`config.mk`:
```
export PLATFORM = sky130hd
export DESIGN_NAME = seg_scan_ctrl_flat
export DESIGN_NICKNAME = d
export VERILOG_FILES = /design/src/rtl/seg_scan_ctrl_if.sv /design/src/rtl/seg_scan_ctrl.sv /design/src/flat_wrapper.sv
export SDC_FILE = /design/constraint.sdc
export NUM_CORES = 1
export LEC_CHECK = 0
export CORE_MARGIN = 10
export CORE_UTILIZATION = 30
export DETAILED_ROUTE_END_ITERATION = 16
export PLACE_DENSITY = 0.57
export SLEW_MARGIN = 40
export SYNTH_ARGS = -nofsm -noshare
export SYNTH_HDL_FRONTEND = slang
export SYNTH_SLANG_ARGS = --single-unit
```
`constraint.sdc`:
```
create_clock -name clk_5MHz -period 2.42 [get_ports clk_5MHz]
set_input_delay 0.484 -clock clk_5MHz [delete_from_list [all_inputs] [get_ports clk_5MHz]]
set_output_delay 0.484 -clock clk_5MHz [all_outputs]
set_load 0.02 [all_outputs]
```
`src/rtl/seg_scan_ctrl_if.sv`:
```
// seg_scan_ctrl_if: bundle between the number-producing logic (master) and
// the display scan controller (slave).
//   load        : one-cycle strobe, writes load_data into the shadow buffer
//   load_data   : eight BCD nibbles, nibble i = digit i, digit 0 rightmost
//   digit_en    : per-digit enable, 1 = shown (sampled live)
//   lz_blank    : 1 = blank leading zeros (sampled live)
//   anodes      : active-low anode drive (registered)
//   bcd_out     : nibble for the BCD-to-7-segment decoder (registered)
//   pending     : shadow holds data not yet shown
//   frame_start : one-cycle pulse when the scan wraps to digit 0
interface seg_scan_ctrl_if;
  logic        load;
  logic [31:0] load_data;
  logic [7:0]  digit_en;
  logic        lz_blank;
  logic [7:0]  anodes;
  logic [3:0]  bcd_out;
  logic        pending;
  logic        frame_start;

  modport master (
    output load, load_data, digit_en, lz_blank,
    input  anodes, bcd_out, pending, frame_start
  );

  modport slave (
    input  load, load_data, digit_en, lz_blank,
    output anodes, bcd_out, pending, frame_start
  );
endinterface

```
`src/rtl/seg_scan_ctrl.sv`:
```
// seg_scan_ctrl: time-multiplexing scheduler for the 8-digit common-anode
// seven-segment display. Owns the refresh timebase, the digit scan, a
// double-buffered digit store, per-digit enables and leading-zero blanking.
// Ports:
//   clk_5MHz : clock, rising edge
//   reset_n  : asynchronous active-low reset
//   bus      : seg_scan_ctrl_if slave (load/load_data/digit_en/lz_blank in,
//              anodes/bcd_out/pending/frame_start out)
// Parameters:
//   DIVISOR    : clk_5MHz cycles per digit slot (2..65535)
//   NUM_DIGITS : digits scanned (1..8); higher anodes stay high
module seg_scan_ctrl #(
  parameter int DIVISOR    = 10000,
  parameter int NUM_DIGITS = 8
) (
  input  logic           clk_5MHz,
  input  logic           reset_n,
  seg_scan_ctrl_if.slave bus
);

  localparam logic [15:0] RELOAD = 16'(DIVISOR - 1);
  localparam logic [2:0]  LAST   = 3'(NUM_DIGITS - 1);
  localparam int unsigned ND     = NUM_DIGITS;

  logic [15:0] cnt;
  logic [2:0]  idx;
  logic        tick;
  logic        wrap;

  logic [31:0] active_buf;
  logic [31:0] shadow_buf;
  logic        pending_q;
  logic        frame_start_q;

  logic [7:0]  lz_mask;
  logic        zero_run;
  logic        blank;
  logic [7:0]  anodes_d;
  logic [3:0]  bcd_d;
  logic [7:0]  anodes_q;
  logic [3:0]  bcd_q;

  assign tick = (cnt == '0);
  assign wrap = tick && (idx == LAST);

  // Timebase and scan index
  always_ff @(posedge clk_5MHz or negedge reset_n) begin
    if (!reset_n) begin
      cnt <= RELOAD;
      idx <= '0;
    end else if (tick) begin
      cnt <= RELOAD;
      idx <= wrap ? '0 : idx + 3'd1;
    end else begin
      cnt <= cnt - 16'd1;
    end
  end

  // Double buffer: the active buffer only changes on the wrap tick, so a
  // frame is never torn. A load landing on the wrap tick bypasses the shadow.
  always_ff @(posedge clk_5MHz or negedge reset_n) begin
    if (!reset_n) begin
      active_buf    <= '0;
      shadow_buf    <= '0;
      pending_q     <= 1'b0;
      frame_start_q <= 1'b0;
    end else begin
      if (bus.load)
        shadow_buf <= bus.load_data;
      if (wrap) begin
        pending_q <= 1'b0;
        if (bus.load)
          active_buf <= bus.load_data;
        else if (pending_q)
          active_buf <= shadow_buf;
      end else if (bus.load) begin
        pending_q <= 1'b1;
      end
      frame_start_q <= wrap;
    end
  end

  // Leading-zero mask: walk from the top scanned digit down; a digit is a
  // leading zero while it and every scanned digit above it are zero.
  // Digit 0 is never marked so all-zero data still shows one "0".
  always_comb begin
    zero_run = 1'b1;
    lz_mask  = '0;
    for (int unsigned k = 0; k < 8; k++) begin
      if ((7 - k) < ND) begin
        zero_run = zero_run && (active_buf[4*(7-k) +: 4] == 4'd0);
        lz_mask[7-k] = zero_run && (k != 7);
      end
    end
  end

  always_comb begin
    blank    = !bus.digit_en[idx] || (bus.lz_blank && lz_mask[idx]);
    anodes_d = blank ? 8'hFF : ~(8'd1 << idx);
    bcd_d    = active_buf[{idx, 2'b00} +: 4];
  end

  always_ff @(posedge clk_5MHz or negedge reset_n) begin
    if (!reset_n) begin
      anodes_q <= 8'hFF;
      bcd_q    <= '0;
    end else begin
      anodes_q <= anodes_d;
      bcd_q    <= bcd_d;
    end
  end

  assign bus.anodes      = anodes_q;
  assign bus.bcd_out     = bcd_q;
  assign bus.pending     = pending_q;
  assign bus.frame_start = frame_start_q;

endmodule

```
`src/flat_wrapper.sv`:
```
// flat-port wrapper written by rule: the top's interface ports become plain ports
module seg_scan_ctrl_flat 
#(
  parameter int DIVISOR    = 10000,
  parameter int NUM_DIGITS = 8
)
  (clk_5MHz, reset_n, bus_load, bus_load_data, bus_digit_en, bus_lz_blank, bus_anodes, bus_bcd_out, bus_pending, bus_frame_start);
  seg_scan_ctrl_if bus_i ();
  input  logic clk_5MHz;
  input  logic reset_n;
  input wire logic [$bits(bus_i.load)-1:0] bus_load;
  input wire logic [$bits(bus_i.load_data)-1:0] bus_load_data;
  input wire logic [$bits(bus_i.digit_en)-1:0] bus_digit_en;
  input wire logic [$bits(bus_i.lz_blank)-1:0] bus_lz_blank;
  output wire logic [$bits(bus_i.anodes)-1:0] bus_anodes;
  output wire logic [$bits(bus_i.bcd_out)-1:0] bus_bcd_out;
  output wire logic [$bits(bus_i.pending)-1:0] bus_pending;
  output wire logic [$bits(bus_i.frame_start)-1:0] bus_frame_start;
  assign bus_i.load = bus_load;
  assign bus_i.load_data = bus_load_data;
  assign bus_i.digit_en = bus_digit_en;
  assign bus_i.lz_blank = bus_lz_blank;
  assign bus_anodes = bus_i.anodes;
  assign bus_bcd_out = bus_i.bcd_out;
  assign bus_pending = bus_i.pending;
  assign bus_frame_start = bus_i.frame_start;
  seg_scan_ctrl #(.DIVISOR(DIVISOR), .NUM_DIGITS(NUM_DIGITS)) u_core (.clk_5MHz(clk_5MHz), .reset_n(reset_n), .bus(bus_i));
endmodule
```
Word-level counts from Yosys, hierarchy flattened
Index checks and enable logic that the tools add are counted.
Word-level totals
  register bits: 97
  input bits: 44
  output and inout port bits: 14
Cells by class
  shift operators: 2
  $lt $le $gt $ge: 1
  add/subtract/negate cells: 2
  muxes and demuxes: 11
  reduce and logical (&&, ||, !) cells: 21
  equal/unequal tests: 1
  bitwise gates (word level): 1
Operators with widths (count)
  32-bit 2-to-1 mux: 2
  32-bit by 6-bit variable part select with 4-bit output: 1
  4-bit zero test: 7
  16-bit zero test: 1
  16-bit 2-to-1 mux: 1
  16-bit by 1-bit subtractor with 16-bit output (second input constant): 1
  1-bit logical AND: 8
  8-bit 2-to-1 mux: 1
  8-bit inverter: 1
  1-bit by 3-bit left shift with 8-bit output (first input constant): 1
  1-bit binary-select mux with 3-bit select: 2
  3-bit by 4-bit < comparator with 1-bit output (second input constant): 1
  1-bit 2-to-1 mux: 4
  2-bit nonzero test: 2
  3-bit by 1-bit adder with 3-bit output (second input constant): 1
  3-bit == test (second input constant): 1
  3-bit 2-to-1 mux: 1
  2-bit AND reduction: 1
  1-bit zero test: 1
  1-bit logical OR: 1

Logic depth before layout (Yosys ltp)
  depth after elaboration: 12
  mapped depth: 7
  mapped depth without buffers: 6

Worst setup path after synthesis
Ideal clock, no wire load.
  path type: reg-to-reg
  start point: register u_core.cnt[0]
  end point: register u_core.active_buf[10]
  setup slack: 0.264 ns
  stages on the path, launching flop included: 8
  path buffers: 1
  library setup time: 0.125 ns
  arrival time: 2.031 ns
  data required time: 2.295 ns
  clock period less this slack: 2.156 ns
  cells stage by stage: dfstp_2 -> inv_1 -> ha_1 -> nor3b_2 -> nand4_4 -> nor4b_4 -> buf_6 -> mux2_4
On the way
  longest elaborated chain between the ends: 3
Ends and longest elaborated chain
  start, declared: RTL line seg_scan_ctrl.sv:25  | logic [15:0] cnt;
  start signal, assigned: RTL line seg_scan_ctrl.sv:55  | cnt <= cnt - 16'd1;
  16-bit zero test: RTL line seg_scan_ctrl.sv:43  | assign tick = (cnt == '0);
  1-bit logical AND: RTL line seg_scan_ctrl.sv:44  | assign wrap = tick && (idx == LAST);
  2-bit AND reduction (no source line)
  end signal, assigned: RTL line seg_scan_ctrl.sv:73  | active_buf <= bus.load_data;
  end signal, assigned: RTL line seg_scan_ctrl.sv:75  | active_buf <= shadow_buf;
  end, declared: RTL line seg_scan_ctrl.sv:30  | logic [31:0] active_buf;
No other way between the ends.
A chain may end at the register's enable or synchronous reset.

Worst setup path after layout
  start point: register u_core.cnt[7]
  end point: register u_core.active_buf[0]
Same word-level chain as after synthesis.

==> results by group <==
Run status
  – Status: completed

Global routing
  – Maximum number of pins on one net before global-route repair: 53
  – GRT overflow: 0
  – Vias in the first global route: 2,821
  – GRT Overall Usage: 0.0950
  – Antenna violations before repair: 0
  – First-pass GRT wire length: 15.1 mm

Die
  – Initial core utilization: 0.309
  – Die area: 19,600 µm²
  – Chip Width: 140 µm
  – Core area: 14,000 µm²
  – Die H: 140 µm
  – Site Rows: 43
  – IO Pins: 58

Final layout
  – ANT cells: 0
  – Multi-input gate area: 1790 µm²
  – Share of layout cells above drive strength 1: 0.344
  – Final cell count without fillers: 549
  – Register Area: 2450 µm²
  – Design area: 5450 µm²
  – Filler Cell Count: 1,342
  – Area Overhead vs Synth: 26.0%
  – Commonest non-fill, non-tap cell in the layout: dfrtp_1
  – Nets: 416
  – Post-route core utilization: 0.390
  – Most frequent cells in the layout: 81 x dfrtp_1, 56 x clkdlybuf4s50_1, 36 x mux2_2

Synth
  – Unique masters post-synth: 43
  – Number of synthesized register bits: 97
  – Number of enable flip-flop cells after synthesis: 0
  – Syn avg cell area: 14.6 µm²
  – Synthesized instance count: 296
  – Synth Flop Type: dfrtp_1
  – Mapped Nets: 347
  – Async S/R FF share, synth: 1.00
  – Synth top area share: 0.468
  – Register area share after synthesis: 0.566
  – Synth area leaders: dfrtp_1 47%, mux2_4 10%, dfstp_2 9.7%
  – Syn. warnings: 0
  – Area leader, netlist: dfrtp_1
  – Mapped Area: 4330 µm²

Timing
  – Setup violations, final: 0
  – Slew headroom: 0.461
  – Final Cycle Share: 0.910
  – Final Hold Vio Count: 0
  – Setup WS post-layout: 0.218 ns
  – Slew Viols, Final: 0
  – Post-layout min period: 2.20 ns
  – RSZ-0062 raised after global routing: no
  – Fmax: 454 MHz
  – Slew @ Worst Pin: 0.799 ns
  – Setup Skew: 0.00751 ns

Place
  – Final HPWL DP: 6.88 mm
  – IO buf count: 57
  – Placement Cell Area: 5170 µm²
  – Dpl cells: 534
  – Setup WS pre-CTS: -0.0295 ns
  – Gpl congestion: 0.801

CTS
  – Post_cts resized: 0
  – Sink Count: 97
  – Num CTS Buffers: 9
  – Max clock buf depth: 2
  – CTS tree: yes
  – CTS clock-pin slew for the worst setup and hold paths: 0.06 ns
  – Post-CTS Setup Inserts: 0
  – Clock Latency Late Sink: 0.34 ns
  – CTS root buffer: clkbuf_16
  – H-tree levels: 3
  – Cts hold-fix bufs: 0

Setup path
  – Arrival @ worst endpoint: 2.43 ns
  – Crit Path Max Fanout: 32
  – Crit. End Element: flip-flop
  – CP Data Required Time: 2.65 ns
  – Crit Path Category: reg2reg
  – Crit start category: flip-flop

Detailed routing
  – Drt total wl: 9.20 mm
  – Routed WL per cell: 16.8 µm
  – First DRT Iteration DRCs: 121
  – # DRC: 0
  – Vias per cell: 4.62
  – Total number of vias: 2,539
  – DRT Pass-1 Iters: 4
  – Final ANT Viol Nets: 0

Min path
  – Hold Path Class: in2async

Power and ir drop
  – Max IR drop VDD: 0.273 mV
  – Power density over the cells: 599 nW/µm²
  – Pleak: 2.34 nW

Run
  – Max-cap violations: 0
cell usage after synthesis, types with 2 or more instances:
cell type	number
dfrtp_1	81
xnor2_1	3
o21ai_0	7
dfstp_2	16
inv_1	5
mux2_4	30
a211oi_1	2
nor3_1	3
mux2_2	36
mux4_2	10
nor4_1	3
or4_1	5
or4b_2	3
clkbuf_1	6
xor2_1	6
buf_6	3
ha_1	7
nand3_1	4
o211ai_1	3
buf_2	2
nor2_1	10
nand2_1	26
a21oi_1	3
and2_1	2
or3_1	2
critical path, cell delays in order (launching register included):
cell	delay [ns]
dfrtp_1	0.44
nor4_4	0.44
nand4_4	0.22
nor4b_4	0.31
buf_12	0.30
mux2_2	0.36
flip-flops by register name, summed over array words and instances (netlist names):
name                    count
u_core.idx                  3
u_core.active_buf          32
u_core.bus.anodes           8
u_core.shadow_buf          32
u_core.cnt                 16
u_core.bus.frame_start      1
u_core.bus.pending          1
u_core.bus.bcd_out          4
path summary, 6_finish.rpt:
path / start / end / slack [ns] / cells after the start
max in group asynchronous: reset_n / u_core.cnt[8] / 1.54 / 2
setup reg to reg: u_core.cnt[7] / u_core.active_buf[0] / 0.22 / 5
setup / recovery: u_core.cnt[7] / u_core.active_buf[0] / 0.22 / 5
min in group clk_5MHz: u_core.cnt[0] / u_core.cnt[0] / 0.47 / 1
hold / removal: reset_n / u_core.cnt[4] / 0.13 / 1
hold reg to reg: u_core.cnt[0] / u_core.cnt[0] / 0.47 / 1
final cells by class:
| cell class | instances | area share |
|---|---|---|
| clock inverters | 3 | 0.00780 |
| well taps | 180 | 0.0413 |
| clock buffers | 12 | 0.0434 |
| flip-flops and latches | 97 | 0.449 |
| inverters | 6 | 0.00413 |
| repair buffers | 70 | 0.127 |
| multi-input cells | 181 | 0.328 |
through the flow:
step / TNS (ns) / power (mW) / hold slack, ns
5_1_grt: 0 / 3.39 / 0.180
3_3_place_gp: -0.0582 / 1.94 / 0.444
6_report: 0 / 3.27 / 0.126
4_1_cts: 0 / 3.32 / 0.151
2_1_floorplan: 0 / 1.80 / 0.188
3_5_place_dp: -0.0295 / 1.94 / 0.453
routing by layer:
layer,GRT usage,vias up,routed length (µm)
li1,-,1195,-
met1,0.125,1274,4510
met2,0.143,59,4150
met3,0.0274,11,392
met4,0.0375,0,150
met5,0,-,0
cell families after synthesis:
logic type	Yosys count	share of synthesized area
AOI/OAI and AO/OA	21	0.0312
xor gates and xnor gates	9	0.0182
adders and majority gates	7	0.0202
buffers and inverters	18	0.0214
DFF	97	0.566
muxes	76	0.250
and+or+nand+nor	68	0.0934
report_power, final:
group / total (mW) / internal (mW) / switching (mW)
sequential: 1.69 / 1.68 / 0.0123
combinational: 0.215 / 0.124 / 0.0914
clock: 1.36 / 0.794 / 0.568
total: 3.27 / 2.59 / 0.672
Power figures use the tool's default switching activity.
